$ cat config.mk
export PLATFORM = sky130hd
export DESIGN_NAME = mem_port_arbiter
export DESIGN_NICKNAME = d
export VERILOG_FILES = /design/src/rtl/mem_port_arbiter.sv
export SDC_FILE = /design/constraint.sdc
export NUM_CORES = 1
export LEC_CHECK = 0
export ABC_AREA = 1
export ABC_CLOCK_PERIOD_IN_PS = 1200
export CORE_AREA = 2 2 146 148
export DETAILED_ROUTE_END_ITERATION = 7
export DIE_AREA = 0 0 148 150
export DONT_BUFFER_PORTS = 1
export HOLD_SLACK_MARGIN = 0.12
export PLACE_DENSITY = 0.3
export SETUP_SLACK_MARGIN = 0.1
export SLEW_MARGIN = 20
export SYNTH_ARGS = -nofsm -noshare
export SYNTH_HDL_FRONTEND = slang
export SYNTH_SLANG_ARGS = --single-unit
$ cat constraint.sdc
create_clock -name clk -period 1.2 [get_ports clk]
set_input_delay 0.12 -clock clk [delete_from_list [all_inputs] [get_ports clk]]
set_output_delay 0.12 -clock clk [all_outputs]
set_load 0.05 [all_outputs]
$ cat src/rtl/mem_port_arbiter.sv
// mem_port_arbiter: shares one single-port synchronous RAM between the BIOS
// loader (exclusive owner before boot) and the CPU fetch/data ports
// (round-robin arbitrated after boot). A one-cycle DRAIN separates the owners.
// A registered return tag routes the read data that arrives one cycle later
// back to the requester that issued the read.
// Optional feature: define MEM_ARB_STATS_EN to add saturating grant/conflict
// counters on three extra 32-bit output ports.
module mem_port_arbiter #(
    parameter int ADDR_WIDTH = 31,
    parameter int DATA_WIDTH = 31
) (
    input  logic                  clk,
    input  logic                  rst,
    input  logic                  i_booted,
    // BIOS side
    input  logic                  i_bios_read_req,
    input  logic                  i_bios_write_enable,
    input  logic [3:0]            i_bios_byte_enable,
    input  logic [ADDR_WIDTH:0]   i_bios_addr,
    input  logic [DATA_WIDTH:0]   i_bios_write_data,
    output logic [DATA_WIDTH:0]   o_bios_read_data,
    output logic                  o_bios_rvalid,
    // CPU instruction fetch
    input  logic                  i_if_req,
    input  logic [ADDR_WIDTH:0]   i_if_addr,
    output logic                  o_if_gnt,
    output logic                  o_if_rvalid,
    output logic [DATA_WIDTH:0]   o_if_rdata,
    // CPU data
    input  logic                  i_d_req,
    input  logic                  i_d_we,
    input  logic [3:0]            i_d_be,
    input  logic [ADDR_WIDTH:0]   i_d_addr,
    input  logic [DATA_WIDTH:0]   i_d_wdata,
    output logic                  o_d_gnt,
    output logic                  o_d_rvalid,
    output logic [DATA_WIDTH:0]   o_d_rdata,
    // RAM macro
    output logic                  o_ram_en,
    output logic [3:0]            o_ram_we,
    output logic [ADDR_WIDTH:0]   o_ram_addr,
    output logic [DATA_WIDTH:0]   o_ram_wdata,
`ifdef MEM_ARB_STATS_EN
    output logic [31:0]           o_stat_if_grants,
    output logic [31:0]           o_stat_d_grants,
    output logic [31:0]           o_stat_conflicts,
`endif
    input  logic [DATA_WIDTH:0]   i_ram_rdata
);

    typedef enum logic [1:0] {
        OWN_BIOS = 2'd0,
        DRAIN    = 2'd1,
        OWN_CPU  = 2'd2
    } state_t;

    typedef enum logic [1:0] {
        TAG_NONE = 2'd0,
        TAG_BIOS = 2'd1,
        TAG_IF   = 2'd2,
        TAG_D    = 2'd3
    } tag_t;

    state_t state_q, state_d;
    tag_t   tag_q, tag_d;
    // 1 = data port wins the next contested cycle, 0 = fetch port wins
    logic   rr_d_first_q, rr_d_first_d;
    logic   both_req_s;

    assign both_req_s = i_if_req & i_d_req;

    // State, round-robin pointer and return tag registers
    always_ff @(posedge clk or posedge rst) begin
        if (rst) begin
            state_q      <= OWN_BIOS;
            tag_q        <= TAG_NONE;
            rr_d_first_q <= 1'b1;
        end else begin
            state_q      <= state_d;
            tag_q        <= tag_d;
            rr_d_first_q <= rr_d_first_d;
        end
    end

    // Ownership sequencing; DRAIN resolves its exit from the current boot flag
    always_comb begin
        state_d = state_q;
        case (state_q)
            OWN_BIOS: begin
                if (i_booted) state_d = DRAIN;
                else          state_d = OWN_BIOS;
            end
            DRAIN: begin
                if (i_booted) state_d = OWN_CPU;
                else          state_d = OWN_BIOS;
            end
            OWN_CPU: begin
                if (!i_booted) state_d = DRAIN;
                else           state_d = OWN_CPU;
            end
            default: state_d = OWN_BIOS;
        endcase
    end

    // Grants, RAM controls and the tag for the read issued this cycle
    always_comb begin
        o_if_gnt     = 1'b0;
        o_d_gnt      = 1'b0;
        o_ram_en     = 1'b0;
        o_ram_we     = 4'b0000;
        o_ram_addr   = '0;
        o_ram_wdata  = '0;
        tag_d        = TAG_NONE;
        rr_d_first_d = rr_d_first_q;
        case (state_q)
            OWN_BIOS: begin
                // A write wins over a simultaneous read; the read is dropped
                if (i_bios_write_enable) begin
                    o_ram_en    = 1'b1;
                    o_ram_we    = i_bios_byte_enable;
                    o_ram_addr  = i_bios_addr;
                    o_ram_wdata = i_bios_write_data;
                end else if (i_bios_read_req) begin
                    o_ram_en   = 1'b1;
                    o_ram_addr = i_bios_addr;
                    tag_d      = TAG_BIOS;
                end else begin
                    o_ram_en = 1'b0;
                end
            end
            OWN_CPU: begin
                if (both_req_s) begin
                    o_d_gnt      = rr_d_first_q;
                    o_if_gnt     = ~rr_d_first_q;
                    rr_d_first_d = ~rr_d_first_q;
                end else begin
                    o_d_gnt  = i_d_req;
                    o_if_gnt = i_if_req;
                end
                if (o_d_gnt) begin
                    o_ram_en    = 1'b1;
                    o_ram_addr  = i_d_addr;
                    o_ram_wdata = i_d_wdata;
                    if (i_d_we) begin
                        o_ram_we = i_d_be;
                    end else begin
                        tag_d = TAG_D;
                    end
                end else if (o_if_gnt) begin
                    o_ram_en   = 1'b1;
                    o_ram_addr = i_if_addr;
                    tag_d      = TAG_IF;
                end else begin
                    o_ram_en = 1'b0;
                end
            end
            default: begin
                // DRAIN: no access, no grant; the pending tag still returns
                o_ram_en = 1'b0;
            end
        endcase
    end

    assign o_bios_rvalid    = (tag_q == TAG_BIOS);
    assign o_if_rvalid      = (tag_q == TAG_IF);
    assign o_d_rvalid       = (tag_q == TAG_D);
    assign o_bios_read_data = i_ram_rdata;
    assign o_if_rdata       = i_ram_rdata;
    assign o_d_rdata        = i_ram_rdata;

`ifdef MEM_ARB_STATS_EN
    logic [31:0] stat_if_q, stat_if_d;
    logic [31:0] stat_d_q, stat_d_d;
    logic [31:0] stat_cf_q, stat_cf_d;

    function automatic logic [31:0] sat_inc(input logic [31:0] v);
        if (v == 32'hFFFF_FFFF) return v;
        else                    return v + 32'd1;
    endfunction

    // Next values of the saturating statistics counters
    always_comb begin
        stat_if_d = stat_if_q;
        stat_d_d  = stat_d_q;
        stat_cf_d = stat_cf_q;
        if (o_if_gnt) stat_if_d = sat_inc(stat_if_q);
        else          stat_if_d = stat_if_q;
        if (o_d_gnt)  stat_d_d = sat_inc(stat_d_q);
        else          stat_d_d = stat_d_q;
        if ((state_q == OWN_CPU) && both_req_s) stat_cf_d = sat_inc(stat_cf_q);
        else                                    stat_cf_d = stat_cf_q;
    end

    // Statistics counter registers
    always_ff @(posedge clk or posedge rst) begin
        if (rst) begin
            stat_if_q <= 32'd0;
            stat_d_q  <= 32'd0;
            stat_cf_q <= 32'd0;
        end else begin
            stat_if_q <= stat_if_d;
            stat_d_q  <= stat_d_d;
            stat_cf_q <= stat_cf_d;
        end
    end

    assign o_stat_if_grants = stat_if_q;
    assign o_stat_d_grants  = stat_d_q;
    assign o_stat_conflicts = stat_cf_q;
`endif

endmodule

==> metrics <==
final hold vios=0; TritonCTS sink count=5; synthesized netlist cell count=417; root cell of the clock tree=sky130_fd_sc_hd__clkbuf_16; synthesized area per cell=5.671 sq um; total global routing track utilization=10.58%; pin slew with the least headroom to its limit=0.2688 ns; TNS Setup=-31.84 ns; destination of the critical timing path=o_ram_wdata[2]; top fanout value on the critical path=17; sequential area share after synthesis=5.344%; Reg clk slew, reported paths=0.03 ns; required time of the worst setup path=1.08 ns; Vias=2649; violated checks=negative setup slack; Multi-input gate area=0.002376 sq mm; combined buffer and inverter count along the critical path=3; largest net degree at the start of global routing=37; x dimension of the die=148 microns; reg-to-reg endpoint=tag_q[0]$_DFF_PP0_; drc violations=0; post-route met1 wirelength=4399 microns; kind of launch point of the worst setup path=flop; Final Worst Setup Slack=-0.4907 ns; Cell Area, Synth=0.002365 sq mm; H-tree levels=1; area of the core region=0.02069 sq mm; achievable clock frequency=0.5915 GHz; Routed met2 length=7367 microns; Skew-Pair Late Insertion Delay=0.23 ns; global-route wire length before repair=17280 microns; number of storage elements in the synthesis netlist=5; top routing layer used=met4; Placer Congestion=0.6516; clock skew after layout=0.002643 ns; worst vdd rail ir drop=0.5037 mV; NumNets Final=569; layout-stage area growth over the synthesis result=66.51%; total length of routed wires=13630 microns; type of the tightest min-delay check=input pin to flop; total global routing overflow=0; fill cell total of the finished layout=2296; endpoint class of the critical path=output pin; vias per std cell=4.152; number of unique standard cell types used by synthesis=21; layout cells sized above 1=60.56%; reg-to-reg setup timing slack=-0.18 ns; worst slack at placement=-0.2899 ns; number of top-level design ports=378; run status=finished with violations; clock tree from TritonCTS=done; final antenna-violating net count=0; number of cells traversed by the worst register-to-register path=8; Slew Viols, Final=0; number of nets produced by synthesis=625; Inserted Clock Buffers=3; data arrival time of the worst path=1.57 ns; maximum buffer depth of the clock tree=2; area enclosed by the die boundary=0.02220 sq mm; site row count=53; post-detailed-route wirelength per cell=21.36 microns; Worst path top cell family by delay=flip-flops; Synth Warn #=0; Hold Startpoint=i_bios_write_enable; Tcrit/Tclk final=140.9%; first-pass detailed-route iteration total=4; Max-cap violations=0; unrepaired setup endpoints after global routing=true; buffers added on ports=0; relative slew slack=82.04%; minimum period implied by the final worst setup slack=1.691 ns; worst flop-to-flop path startpoint=rr_d_first_q$_DFFE_PP1P_; worst slack on hold paths=0.1656 ns; chain of cells forming the critical path=buf_6 > o21ai_4 > nor2_4 > buf_4 > buf_12 > nand2_1 > nand2_4; Die Y=150 microns; antenna violations before repair=3; Crit. path cell count=7; Largest stage delay, worst path=0.53 ns; Leakage Power=1.584 nW; vias in the first global route=2669; drt first-iter violations=101; routed wl met3=1339 microns; effective utilization at floorplan=11.43%; kind of critical path=flop to output pin; sequential cell area=128.9 sq um; CP startpoint=rr_d_first_q$_DFFE_PP1P_; total of endpoints with negative setup slack in the final report=73; crit path max-delay cell type=sky130_fd_sc_hd__dfstp_2; Cell Pwr Density=1081 mW/mm^2; DP HPWL=10040 microns
[metrics by stage]
step	cell area, sq um	total power [mW]	std cells	util, %
6_report	3938	4.257	638	19.03
5_1_grt	3938	4.468	638	19.03
4_1_cts	3545	4.034	623	17.13
3_5_place_dp	3004	3.085	598	14.52
3_3_place_gp	3004	3.068	598	14.52
2_1_floorplan	3269	3.421	417	-
[logic make-up after synthesis]
kind of cell    share of synthesized area, %
compound gates                        0.8995
buf+inv                                40.95
simple gates                           52.43
xor+xnor                              0.3704
flops                                  5.344
[worst register-to-register path: cells and delay by family (launching register included)]
kind,cells,cell delay [ns]
simple gates,3,0.18
compound gates,1,0.06
buf+inv,4,0.53
flops,1,0.53
[where the power goes]
group	switching [mW]	internal, mW
clock network	0.101	0.439
registers	0.0351	0.216
logic	2.30	1.16
[repair_timing]
item                       in CTS  in global routing
setup buffers                   9                  7
resized for setup              35                 57
gates cloned                    6                  5
pin swaps                      14                 35
hold buffers                    6                  0
hold endpoints to repair        9                  0
setup endpoints to repair      76                 77
[cells in the mapped netlist]
| cell type | n | area, sq um |
|---|---|---|
| sky130_fd_sc_hd__inv_1 | 12 | 45.04 |
| sky130_fd_sc_hd__nand4_1 | 32 | 200.2 |
| sky130_fd_sc_hd__nor2_2 | 1 | 6.260 |
| sky130_fd_sc_hd__buf_4 | 102 | 765.7 |
| sky130_fd_sc_hd__dfstp_2 | 1 | 26.28 |
| sky130_fd_sc_hd__clkbuf_1 | 7 | 26.28 |
| sky130_fd_sc_hd__nor2_8 | 1 | 20.02 |
| sky130_fd_sc_hd__buf_6 | 5 | 56.30 |
| sky130_fd_sc_hd__nor2_4 | 2 | 22.52 |
| sky130_fd_sc_hd__a21oi_1 | 1 | 5.000 |
| sky130_fd_sc_hd__or2_2 | 1 | 6.260 |
| sky130_fd_sc_hd__dfrtp_1 | 4 | 100.1 |
| sky130_fd_sc_hd__xor2_1 | 1 | 8.760 |
| sky130_fd_sc_hd__nand2_1 | 124 | 465.5 |
| sky130_fd_sc_hd__buf_2 | 12 | 60.06 |
| sky130_fd_sc_hd__nand3_1 | 100 | 500.5 |
| sky130_fd_sc_hd__o21a_1 | 1 | 7.510 |
| sky130_fd_sc_hd__nor2_1 | 5 | 18.77 |
| sky130_fd_sc_hd__buf_1 | 1 | 3.750 |
| sky130_fd_sc_hd__o21ai_2 | 1 | 8.760 |
| sky130_fd_sc_hd__inv_2 | 3 | 11.26 |
[worst min-delay path by stage]
stage / end / slack (ns) / depth (start not counted)
2_1_floorplan: state_q[1]$_DFF_PP0_ / -0.10 / 1
3_5_place_dp: tag_q[0]$_DFF_PP0_ / -0.07 / 1
6_report: tag_q[0]$_DFF_PP0_ / 0.17 / 3
4_1_cts: tag_q[0]$_DFF_PP0_ / 0.18 / 3
5_1_grt: tag_q[0]$_DFF_PP0_ / 0.20 / 3
3_3_place_gp: tag_q[0]$_DFF_PP0_ / -0.06 / 1
[state kept, by name, indices dropped and copies added (netlist names)]
signal        count
state_q           2
tag_q             2
rr_d_first_q      1
[per-layer routing]
layer | GRT usage, % | vias up
met1 | 9.744 | 1199
met3 | 2.957 | 36
met2 | 21.18 | 238
met4 | 5.095 | 0
li1 | - | 1176
met5 | 0 | -
[cell type report]
cell class              instances  share of cell area, %
repair buffers                 66                  23.83
flip-flops and latches          5                  3.273
multi-input cells             270                  60.34
clock buffers                   4                  2.002
inverters                      15                  1.621
diodes                          3                 0.1907
well taps                     275                  8.738
[placed cells by master, fill, tap and decap left out]
| cell | netlist | layout |
|---|---|---|
| sky130_fd_sc_hd__nor2_2 | 1 | 4 |
| sky130_fd_sc_hd__buf_12 | 0 | 14 |
| sky130_fd_sc_hd__dlygate4sd3_1 | 0 | 6 |
| sky130_fd_sc_hd__inv_1 | 12 | 10 |
| sky130_fd_sc_hd__nor2_1 | 5 | 1 |
| sky130_fd_sc_hd__nor2_8 | 1 | 1 |
| sky130_fd_sc_hd__nand2_8 | 0 | 6 |
| sky130_fd_sc_hd__nor2_4 | 2 | 3 |
| sky130_fd_sc_hd__inv_2 | 3 | 3 |
| sky130_fd_sc_hd__o21a_1 | 1 | 1 |
| sky130_fd_sc_hd__clkbuf_16 | 0 | 7 |
| sky130_fd_sc_hd__nand3_1 | 100 | 26 |
| sky130_fd_sc_hd__dfrtp_2 | 0 | 2 |
| sky130_fd_sc_hd__dfrtp_1 | 4 | 2 |
| sky130_fd_sc_hd__buf_4 | 102 | 19 |
| sky130_fd_sc_hd__or2_2 | 1 | 1 |
| sky130_fd_sc_hd__buf_8 | 0 | 4 |
| sky130_fd_sc_hd__clkbuf_1 | 7 | 1 |
| sky130_fd_sc_hd__nand2_4 | 0 | 36 |
| sky130_fd_sc_hd__clkinvlp_4 | 0 | 2 |
| sky130_fd_sc_hd__dfstp_2 | 1 | 1 |
| sky130_fd_sc_hd__o21ai_4 | 0 | 1 |
| sky130_fd_sc_hd__buf_16 | 0 | 5 |
| sky130_fd_sc_hd__a21oi_1 | 1 | 1 |
| sky130_fd_sc_hd__nand2_2 | 0 | 21 |
| sky130_fd_sc_hd__nand2_1 | 124 | 61 |
| sky130_fd_sc_hd__buf_6 | 5 | 14 |
| sky130_fd_sc_hd__nand3_2 | 0 | 35 |
| sky130_fd_sc_hd__diode_2 | 0 | 3 |
| sky130_fd_sc_hd__nand3_4 | 0 | 39 |
| sky130_fd_sc_hd__xor2_1 | 1 | 1 |
| sky130_fd_sc_hd__nand4_1 | 32 | 32 |
No activity file was read; power rests on OpenSTA's default activity.
